<file path="src/rtl/cpu_pkg.sv">
// Shared types for the pipeline hazard controller: scoreboard entry layout,
// forwarding select encoding and the forwarding priority helper.
package cpu_pkg;

    localparam int REG_AW_DEFAULT = 4;
    // Scoreboard address fields are stored at this width; REG_AW must not exceed it.
    localparam int REG_AW_MAX = 8;

    typedef enum logic [1:0] {
        FWD_RF  = 2'd0,
        FWD_WB  = 2'd1,
        FWD_MEM = 2'd2
    } fwd_sel_t;

    typedef struct packed {
        logic                  valid;
        logic                  wre;
        logic [REG_AW_MAX-1:0] rd;
        logic                  is_load;
        logic [REG_AW_MAX-1:0] rs1;
        logic [REG_AW_MAX-1:0] rs2;
        logic                  use_rs1;
        logic                  use_rs2;
    } sb_entry_t;

    // Nearest producer wins; a load still in MEM cannot supply data, so no forward.
    function automatic fwd_sel_t fwd_pick(input logic ex_valid, input logic mem_hit,
                                          input logic mem_is_load, input logic wb_hit);
        fwd_sel_t sel;
        if (!ex_valid) begin
            sel = FWD_RF;
        end else if (mem_hit) begin
            sel = mem_is_load ? FWD_RF : FWD_MEM;
        end else if (wb_hit) begin
            sel = FWD_WB;
        end else begin
            sel = FWD_RF;
        end
        return sel;
    endfunction

endpackage

</file>
<file path="src/rtl/hazard_match.sv">
// Compares one register address against one scoreboard entry's destination.
module hazard_match #(
    parameter int AW = 4
) (
    input  logic [AW-1:0] addr,
    input  logic          used,
    input  logic          ent_valid,
    input  logic          ent_wre,
    input  logic [AW-1:0] ent_rd,
    output logic          hit
);

    assign hit = used & ent_valid & ent_wre & (ent_rd == addr);

endmodule

</file>
<file path="src/rtl/pipeline_hazard_ctrl.sv">
// Stall, flush and forwarding control for a five-stage pipeline with decode-stage branches.
// Optional statistics counters are enabled with the HAZARD_STATS_EN macro.
module pipeline_hazard_ctrl
    import cpu_pkg::*;
#(
    parameter int REG_AW      = REG_AW_DEFAULT,
    parameter int TRACK_DEPTH = 3,
    parameter int CNT_W       = 16
) (
    input  logic              clk,
    input  logic              reset,
    input  logic              id_valid,
    input  logic [REG_AW-1:0] id_rs1,
    input  logic [REG_AW-1:0] id_rs2,
    input  logic              id_use_rs1,
    input  logic              id_use_rs2,
    input  logic [REG_AW-1:0] id_rd,
    input  logic              id_wre,
    input  logic              id_is_load,
    input  logic              id_is_branch,
    input  logic              branch_taken,
    output logic              stall,
    output logic              bubble_de,
    output logic              flush_fd,
    output logic [1:0]        fwd_sel_a,
    output logic [1:0]        fwd_sel_b
`ifdef HAZARD_STATS_EN
    ,
    output logic [CNT_W-1:0]  stall_count,
    output logic [CNT_W-1:0]  flush_count
`endif
);

    sb_entry_t [TRACK_DEPTH-1:0] sb_q;
    sb_entry_t [TRACK_DEPTH-1:0] sb_d;
    sb_entry_t                   dec_entry_s;
    sb_entry_t                   e0_s;
    sb_entry_t                   e1_s;

    logic [REG_AW_MAX-1:0] dec_addr_s [2];
    logic [1:0]            dec_use_s;
    logic [REG_AW_MAX-1:0] ex_addr_s  [2];
    logic [1:0]            ex_use_s;
    logic [1:0]            dec_hit_ex_s;
    logic [1:0]            dec_hit_mem_s;
    logic [1:0]            ex_hit_mem_s;
    logic [1:0]            ex_hit_wb_s;
    logic                  load_use_s;
    logic                  branch_haz_s;
    logic                  stall_s;
    logic                  flush_s;
    logic                  unused_sb_s;

    assign e0_s = sb_q[0];
    assign e1_s = sb_q[1];

    assign dec_addr_s[0] = REG_AW_MAX'(id_rs1);
    assign dec_addr_s[1] = REG_AW_MAX'(id_rs2);
    assign dec_use_s     = {id_use_rs2, id_use_rs1};
    assign ex_addr_s[0]  = e0_s.rs1;
    assign ex_addr_s[1]  = e0_s.rs2;
    assign ex_use_s      = {e0_s.use_rs2, e0_s.use_rs1};

    for (genvar s = 0; s < 2; s++) begin : g_src
        hazard_match #(.AW(REG_AW_MAX)) u_dec_ex (
            .addr(dec_addr_s[s]), .used(dec_use_s[s]),
            .ent_valid(e0_s.valid), .ent_wre(e0_s.wre), .ent_rd(e0_s.rd),
            .hit(dec_hit_ex_s[s])
        );
        hazard_match #(.AW(REG_AW_MAX)) u_dec_mem (
            .addr(dec_addr_s[s]), .used(dec_use_s[s]),
            .ent_valid(e1_s.valid), .ent_wre(e1_s.wre), .ent_rd(e1_s.rd),
            .hit(dec_hit_mem_s[s])
        );
        hazard_match #(.AW(REG_AW_MAX)) u_ex_mem (
            .addr(ex_addr_s[s]), .used(ex_use_s[s]),
            .ent_valid(e1_s.valid), .ent_wre(e1_s.wre), .ent_rd(e1_s.rd),
            .hit(ex_hit_mem_s[s])
        );
        if (TRACK_DEPTH >= 3) begin : g_wb
            hazard_match #(.AW(REG_AW_MAX)) u_ex_wb (
                .addr(ex_addr_s[s]), .used(1'b1),
                .ent_valid(sb_q[2].valid), .ent_wre(sb_q[2].wre), .ent_rd(sb_q[2].rd),
                .hit(ex_hit_wb_s[s])
            );
        end else begin : g_no_wb
            assign ex_hit_wb_s[s] = 1'b0;
        end
    end

    // A branch resolving in decode also waits for a load that is still in MEM.
    assign load_use_s   = id_valid & e0_s.is_load & (|dec_hit_ex_s);
    assign branch_haz_s = id_valid & id_is_branch &
                          ((|dec_hit_ex_s) | (e1_s.is_load & (|dec_hit_mem_s)));
    assign stall_s      = load_use_s | branch_haz_s;
    assign flush_s      = id_valid & id_is_branch & branch_taken & ~stall_s;

    assign stall     = stall_s;
    assign bubble_de = stall_s;
    assign flush_fd  = flush_s;
    assign fwd_sel_a = fwd_pick(e0_s.valid, ex_hit_mem_s[0], e1_s.is_load, ex_hit_wb_s[0]);
    assign fwd_sel_b = fwd_pick(e0_s.valid, ex_hit_mem_s[1], e1_s.is_load, ex_hit_wb_s[1]);

    // Decode fields enter EX only when the instruction actually advances.
    always_comb begin
        dec_entry_s = '0;
        if (id_valid && !stall_s) begin
            dec_entry_s.valid   = 1'b1;
            dec_entry_s.wre     = id_wre;
            dec_entry_s.rd      = REG_AW_MAX'(id_rd);
            dec_entry_s.is_load = id_is_load;
            dec_entry_s.rs1     = REG_AW_MAX'(id_rs1);
            dec_entry_s.rs2     = REG_AW_MAX'(id_rs2);
            dec_entry_s.use_rs1 = id_use_rs1;
            dec_entry_s.use_rs2 = id_use_rs2;
        end else begin
            dec_entry_s = '0;
        end
    end

    // Next scoreboard: new EX entry in slot 0, every older slot shifts down.
    always_comb begin
        sb_d    = '0;
        sb_d[0] = dec_entry_s;
        for (int i = 1; i < TRACK_DEPTH; i++) begin
            sb_d[i] = sb_q[i-1];
        end
    end

    // Scoreboard register.
    always_ff @(posedge clk) begin
        if (reset) begin
            sb_q <= '0;
        end else begin
            sb_q <= sb_d;
        end
    end

    assign unused_sb_s = ^sb_q;

`ifdef HAZARD_STATS_EN
    localparam logic [CNT_W-1:0] CNT_MAX = '1;

    logic [CNT_W-1:0] stall_cnt_q;
    logic [CNT_W-1:0] stall_cnt_d;
    logic [CNT_W-1:0] flush_cnt_q;
    logic [CNT_W-1:0] flush_cnt_d;

    // Saturating event counters.
    always_comb begin
        stall_cnt_d = stall_cnt_q;
        flush_cnt_d = flush_cnt_q;
        if (stall_s && (stall_cnt_q != CNT_MAX)) begin
            stall_cnt_d = stall_cnt_q + CNT_W'(1);
        end else begin
            stall_cnt_d = stall_cnt_q;
        end
        if (flush_s && (flush_cnt_q != CNT_MAX)) begin
            flush_cnt_d = flush_cnt_q + CNT_W'(1);
        end else begin
            flush_cnt_d = flush_cnt_q;
        end
    end

    // Counter registers.
    always_ff @(posedge clk) begin
        if (reset) begin
            stall_cnt_q <= '0;
            flush_cnt_q <= '0;
        end else begin
            stall_cnt_q <= stall_cnt_d;
            flush_cnt_q <= flush_cnt_d;
        end
    end

    assign stall_count = stall_cnt_q;
    assign flush_count = flush_cnt_q;
`else
    logic [CNT_W-1:0] unused_cnt_w_s;
    assign unused_cnt_w_s = '0;
`endif

endmodule
</file>
<file path="config.mk">
export PLATFORM = sky130hd
export DESIGN_NAME = pipeline_hazard_ctrl
export DESIGN_NICKNAME = d
export VERILOG_FILES = /design/src/rtl/cpu_pkg.sv /design/src/rtl/hazard_match.sv /design/src/rtl/pipeline_hazard_ctrl.sv
export SDC_FILE = /design/constraint.sdc
export NUM_CORES = 1
export LEC_CHECK = 0
export CORE_ASPECT_RATIO = 1.5
export CORE_MARGIN = 10
export CORE_UTILIZATION = 46
export CTS_CLUSTER_DIAMETER = 30
export DETAILED_ROUTE_END_ITERATION = 6
export GPL_ROUTABILITY_DRIVEN = 0
export PLACE_DENSITY = 0.82
export SETUP_SLACK_MARGIN = 0.1
export SLEW_MARGIN = 20
export SYNTH_ARGS = -nofsm -noshare
export SYNTH_HDL_FRONTEND = slang
export SYNTH_SLANG_ARGS = --single-unit
export TNS_END_PERCENT = 50
</file>
<file path="constraint.sdc">
create_clock -name clk -period 1.73 [get_ports clk]
set_input_delay 0.346 -clock clk [delete_from_list [all_inputs] [get_ports clk]]
set_output_delay 0.346 -clock clk [all_outputs]
set_load 0.005 [all_outputs]
</file>
==> summary.md, run 1 <==
| Metric | Value |
|---|---|
| Status | `finished with violations` |
| Failing checks | `setup timing` |
| CP Max Fanout | `5` |
| Iter 0 DRT Violations | `38` |
| Row cnt | `24` |
| Synth Warn # | `0` |
| Antenna violations before repair | `0` |
| First-pass GRT wire length | `6.31 mm` |
| Critical Path RT | `1.38 ns` |
| Post-synth EDFFs | `0` |
| Syn Inst Count | `145` |
| CTS HTree Levels | `2` |
| Syn Std Cell Area | `1440 sq um` |
| Type of destination of the critical path | `output pin` |
| Crit. Startpoint | `e1_s[22]` |
| Worst-skew pair later-pin latency | `0.29 ns` |
| DRC Markers | `0` |
| CTS sink cnt | `30` |
| Worst reg-to-reg setup slack | `~0.14 ns` |
| Post-synth net total | `~170` |
| LEAKAGE | `0.927 nW` |
| Register Area | `614 sq um` |
| Hold_buf cts | `0` |
| Critical path class | `flop to output pin` |
| #FFs+latches synth | `30` |
| Synth unique cells | `22` |
| Total GRT Usage | `14.4%` |
| Critical Path AT | `1.63 ns` |
| I/O Pins | `28` |
| FILL cells | `203` |
| CTS buffer count | `5` |
| DP HPWL | `2.78 mm` |
| RSZ-0062 raised after global routing | `true` |
| Drt pass-1 iters | `6` |
| Drt wl/cell | `16.3 um` |
| Number of global-route vias before repair | `about 1.4k` |
| Nature of the critical path startpoint | `flop` |
| Max_cap viols | `0` |
| Largest net degree at the start of global routing | `16` |
| PwrDens | `866 nW/um^2` |
| Aggregate routed wire length | `3.92 mm` |
| Final worst setup slack | `-0.248 ns` |
| Worst slew pin tran | `0.431 ns` |
| Synthesized area per cell | `9.96 sq um` |
| Final period utilization | `114%` |
| Final Slew Violations | `0` |
| CP endpoint | `fwd_sel_a[1]` |
| Peak VDD IR | `around 740 uV` |
| Via count | `1244` |
| Async set or reset register ratio after synthesis | `0%` |
| Die Y | `88.6 um` |
| Hold Path Class | `flop to flop` |
| Final setup violation count | `7` |
| FF-to-FF End | `e0_s[1]` |
| DRT antenna net count | `0` |
| Die area | `between 5000 and 6000 sq um` |
| Reg clk slew, reported paths | `0.06 ns` |
| TritonCTS clock tree | `built` |
| Final min period | `1.98 ns` |
| Reg-to-Reg Start | `e1_s[22]` |
| Clock Skew | `0.00709 ns` |
| Number of port buffers | `27` |
| Total congestion overflow | `0` |
| Clk Tree Root Cell | `clkbuf_8` |
| Ant. Diodes | `0` |
| Max Fclk | `approximately 510 MHz` |
| Clock Path Buffers | `2` |
| Register area share after synthesis | `between 40% and 50%` |
| WHS | `0.472 ns` |
| Initial Utilization | `48.6%` |
| Synth top area cells | `dfxtp_1 (42%), xnor2_1 (13%), nor2b_1 (6.1%)` |
| Final hold vios | `0` |
| Die width | `65.7 um` |
| Final core occ | `roughly 71%` |
| Main synth FF type | `dfxtp_1` |
| Share of the synthesized area in the top cell type | `roughly two fifths` |
| Rel. slew slack | `roughly 71%` |
| Nets@finish | `221` |
| Area leader, netlist | `dfxtp_1` |
| Multi-input logic area | `796 sq um` |
| R2r worst-path depth | `6` |
| Layout cells sized above 1 | `between 30% and 40%` |
| Avg Vias per Cell | `5.18` |
| Area Overhead vs Synth | `45.6%` |
| Core area | `2970 sq um` |
power breakdown:
group	leakage [nW]	total [W]	switching, W	internal [W]
clock	0.0714	0.000886	0.000272	0.000614
combinational	0.607	0.000201	0.0000880	0.000113
sequential	0.249	0.000734	0.0000205	0.000713
placed cells by master (no fill, tap or decap), types with 4 or more instances in the layout:
cell,netlist,routed
buf_2,0,5
buf_4,2,28
clkbuf_8,0,6
clkdlybuf4s50_1,0,11
dfxtp_1,30,23
dfxtp_2,0,5
dlygate4sd2_1,0,9
inv_1,10,10
nand2_1,10,10
nand4_1,6,6
nor2b_1,14,14
nor3_1,10,7
nor4_1,12,10
xnor2_1,22,18
xnor2_2,4,8
xor2_1,6,4
synthesized netlist by cell type (4+ instances only):
cell type,number
buf_6,4
nand4_1,6
xnor2_2,4
nor3_1,10
xnor2_1,22
nor4_1,12
dfxtp_1,30
inv_1,10
nand2_1,10
nor2b_1,14
xor2_1,6
cell type report:
type	instances	share of cell area, %
well taps	39	2.32
multi-input cells	96	37.9
flip-flops and latches	30	29.2
repair buffers	57	22.0
inverters	10	1.79
clock inverters	2	2.86
clock buffers	6	3.93
stage by stage:
step | instance area, sq um | worst slack, ns | total power, W | cells | setup TNS (ns)
after global routing | 2100 | -0.317 | 0.00187 | 240 | -1.87
after global placement | 1870 | -0.725 | 0.000934 | 227 | -5.32
after detailed placement | 1870 | -0.760 | 0.000942 | 227 | -6.37
after floorplan | 1450 | 0.0281 | 0.000841 | 145 | 0
final | 2100 | -0.248 | 0.00182 | 240 | -1.31
after CTS | 2080 | -0.243 | 0.00182 | 240 | -1.53
how the worst min path moves through the flow:
stage | startpoint | to | slack [ns] | cells past startpoint
2_1_floorplan | reset | sb_q[77] | 0.42 | 1
3_3_place_gp | e0_s[27] | e1_s[27] | 0.44 | 1
3_5_place_dp | e0_s[27] | e1_s[27] | 0.47 | 1
4_1_cts | id_rs1[0] | e0_s[10] | 0.47 | 3
5_1_grt | id_rs1[0] | e0_s[10] | 0.48 | 3
6_report | e0_s[18] | e1_s[18] | 0.47 | 1
worst max-delay path, stage by stage, from the launching register on:
cell	delay, ns
dfxtp_4	0.37
buf_6	0.12
xor2_2	0.17
nor4_2	0.30
buf_4	0.15
and3b_1	0.13
buf_2	0.11
metal layers:
| metal | routed length, um | GRT usage (%) |
|---|---|---|
| met5 | 0 | 0 |
| met4 | 175 | 10.7 |
| met3 | 233 | 5.57 |
| met2 | 2120 | 25.7 |
| met1 | 1380 | 12.7 |
logic make-up after synthesis:
| logic type | Yosys count | share of synthesized area (%) |
|---|---|---|
| AND/OR/NAND/NOR | 60 | 24.6 |
| flip-flops | 30 | 41.6 |
| XOR/XNOR | 32 | 21.5 |
| AO/OA/AOI/OAI | 4 | 3.99 |
| buffers and inverters | 19 | 8.32 |
registers in the layout (all words and copies together), names as in the netlist:
signal	flops
e1_s	7
e0_s	17
sb_q	6
what timing repair did:
action / 4_1_cts / 5_1_grt
setup buffers: 5 / 0
gates resized for setup: 51 / 8
pin swaps: 19 / 6
setup endpoints to repair: 8 / 7
gates cloned: 0 / 0
No activity file was read; power rests on OpenSTA's default activity.
==> run 2, diff against run 1 <==
--- a/config.mk
+++ b/config.mk
@@ -5,7 +5,6 @@
 export SDC_FILE = /design/constraint.sdc
 export NUM_CORES = 1
 export LEC_CHECK = 0
-export CORE_ASPECT_RATIO = 1.5
 export CORE_MARGIN = 10
 export CORE_UTILIZATION = 46
 export CTS_CLUSTER_DIAMETER = 30
@@ -13,7 +12,7 @@
 export GPL_ROUTABILITY_DRIVEN = 0
 export PLACE_DENSITY = 0.82
 export SETUP_SLACK_MARGIN = 0.1
-export SLEW_MARGIN = 20
+export SLEW_MARGIN = 30
 export SYNTH_ARGS = -nofsm -noshare
 export SYNTH_HDL_FRONTEND = slang
 export SYNTH_SLANG_ARGS = --single-unit
==> summary.md, run 2 (synthesis results as in run 1) <==
| Metric | Value |
|---|---|
| Status | `finished with violations` |
| Failing checks | `setup timing` |
| PwrDens | `680 nW/um^2` |
| Hold Path Class | `input port to flop` |
| Area Overhead vs Synth | `50.3%` |
| Critical path's largest stage delay | `0.38 ns` |
| Register Area | `just over 600 sq um` |
| First-pass GRT wire length | `6.00 mm` |
| Die area | `5780 sq um` |
| Fin cells | `247` |
| Antenna violations before repair | `0` |
| Final min period | `2.14 ns` |
| Most frequent cells in the layout | `dfxtp_1 (24), buf_4 (23), xnor2_1 (20)` |
| Worst-skew pair later-pin latency | `0.33 ns` |
| Critical Path AT | `1.80 ns` |
| Multi-input logic area | `approximately 900 sq um` |
| Fin Setup TNS | `-2.07 ns` |
| WHS | `0.455 ns` |
| Critical-path top delay cell | `dfxtp_4` |
| Worst slew pin tran | `~0.64 ns` |
| Clk Tree Root Cell | `clkbuf_4` |
| DRT antenna net count | `0` |
| Inst Count DP | `~230` |
| I/O Pins | `28` |
| Avg Vias per Cell | `4.93` |
| Ant. Diodes | `0` |
| Clock Path Buffers | `2` |
| Reg clk slew, reported paths | `~0.09 ns` |
| Iter 0 DRT Violations | `56` |
| Int Pwr | `between 0.001 and 0.0015 W` |
| Final setup violation count | `7` |
| DP HPWL | `2.69 mm` |
| Via count | `1218` |
| Clk pwr share | `35.6%` |
| Clock Skew | `between 0.004 and 0.005 ns` |
| Total GRT Usage | `12.8%` |
| Rel. slew slack | `57.4%` |
| Nets@finish | `223` |
| LEAKAGE | `~0.9 nW` |
| CP Max Fanout | `3` |
| RSZ-0062 raised after global routing | `true` |
| Final period utilization | `124%` |
| Switching Share | `24.9%` |
| DRC Markers | `0` |
| TritonCTS clock tree | `built` |
| Cells along the critical path | `buf_6 -> xor2_2 -> nor4_2 -> buf_4 -> buf_6 -> and3b_1 -> buf_2` |
| Peak VDD IR | `361 uV` |
| Row cnt | `20` |
| Sequential Power Share | `49.7%` |
| Final hold vios | `0` |
| Final Slew Violations | `0` |
| Placed inst area | `roughly 1900 sq um` |
| Switch Pwr | `0.000367 W` |
| Total congestion overflow | `0` |
| Largest net degree at the start of global routing | `17` |
| Critical Path RT | `~1.4 ns` |
| Final worst setup slack | `-0.412 ns` |
| Final Cell Area | `about 2200 sq um` |
| FILL cells | `221` |
| Most frequent CP cell | `buf_6` |
| Commonest non-fill, non-tap cell in the layout | `dfxtp_1` |
| Die width | `76.0 um` |
| Core area | `3030 sq um` |
| Drt wl/cell | `16.8 um` |
| Layout cells sized above 1 | `37.9%` |
| Number of global-route vias before repair | `1322` |
| Type of destination of the critical path | `output pin` |
| Initial Utilization | `47.7%` |
| Max_cap viols | `0` |
| Nature of the critical path startpoint | `flop` |
| Aggregate routed wire length | `4.15 mm` |
| CTS buffer count | `5` |
| Drt pass-1 iters | `4` |
| CTS HTree Levels | `2` |
| Die Y | `76.0 um` |
| Logic gate share of total power | `14.7%` |
| Number of port buffers | `27` |
| Max Fclk | `467 MHz` |
| CTS sink cnt | `30` |
| Critical path class | `flop to output pin` |
| Number of flip-flops in the largest register | `17` |
[run 2: changes by cell type in the layout (fill, tap and decap cells not counted), sizes merged]
cell / delta
buf: +3
bufinv: -2
clkbuf: +1
[run 2: layer usage]
metal	GRT usage, %	part of all wire (%)	wire [um]	up-vias
li1	-	-	-	595
met1	11.8	36	1500	581
met2	23.1	56	2330	29
met3	5.42	4.5	186	13
met4	7.01	3.3	138	0
met5	0	0	0	-
[run 2: layout make-up]
type / instances / share of cell area (%)
Clock buffer: 8 / 3.63
Sequential cell: 30 / 28.2
Tap cell: 44 / 2.54
Timing Repair Buffer: 59 / 23.3
Multi-Input combinational cell: 96 / 40.5
Inverter: 10 / 1.73
[run 2: timing repair]
item,4_1_cts,5_1_grt
gates resized for setup,47,31
pin swaps,17,8
cloned,0,0
hold buffers,0,0
buffers inserted,7,1
setup endpoints to repair,7,19
[run 2: power groups by stage]
stage | Sequential, W | Clock [W] | Combinational (W)
after CTS | 0.000732 | 0.000526 | 0.000192
final | 0.000734 | 0.000525 | 0.000217
after floorplan | 0.000743 | 0 | 0.0000972
after detailed placement | 0.000748 | 0 | 0.000190
after global placement | 0.000747 | 0 | 0.000184
after global routing | 0.000737 | 0.000574 | 0.000233
[run 2: through the flow]
stage / setup WS (ns) / util [%] / power (W)
after global placement: -0.699 / 61.7 / 0.000931
after CTS: -0.358 / 66.8 / 0.00145
final: -0.412 / 71.7 / 0.00148
after global routing: -0.480 / 71.7 / 0.00154
after detailed placement: -0.737 / 61.7 / 0.000939
after floorplan: 0.0281 / - / 0.000841
[run 2: critical path, delay by kind of cell (launching register included)]
family / cells / cell delay (ns)
buffers and inverters: 4 / 0.49
and+or+nand+nor: 2 / 0.43
DFF: 1 / 0.38
xor gates and xnor gates: 1 / 0.16
[run 2: path summary, 6_finish.rpt]
path | depth (start not counted) | slack (ns) | endpoint | start
max | 7 | -0.41 | fwd_sel_b[1] | e1_s[20]
min reg2reg | 1 | 0.49 | e1_s[27] | e0_s[27]
min | 3 | 0.45 | e0_s[12] | id_rs1[2]
max reg2reg | 8 | 0.11 | e0_s[11] | e1_s[21]
==> run 3, diff against run 2 <==
--- a/config.mk
+++ b/config.mk
@@ -8,6 +8,7 @@
 export CORE_MARGIN = 10
 export CORE_UTILIZATION = 46
 export CTS_CLUSTER_DIAMETER = 30
+export CTS_CLUSTER_SIZE = 16
 export DETAILED_ROUTE_END_ITERATION = 6
 export GPL_ROUTABILITY_DRIVEN = 0
 export PLACE_DENSITY = 0.82
==> results of run 3 <==
Same layout as run 2: the final DEF is identical, and so are final timing and power.
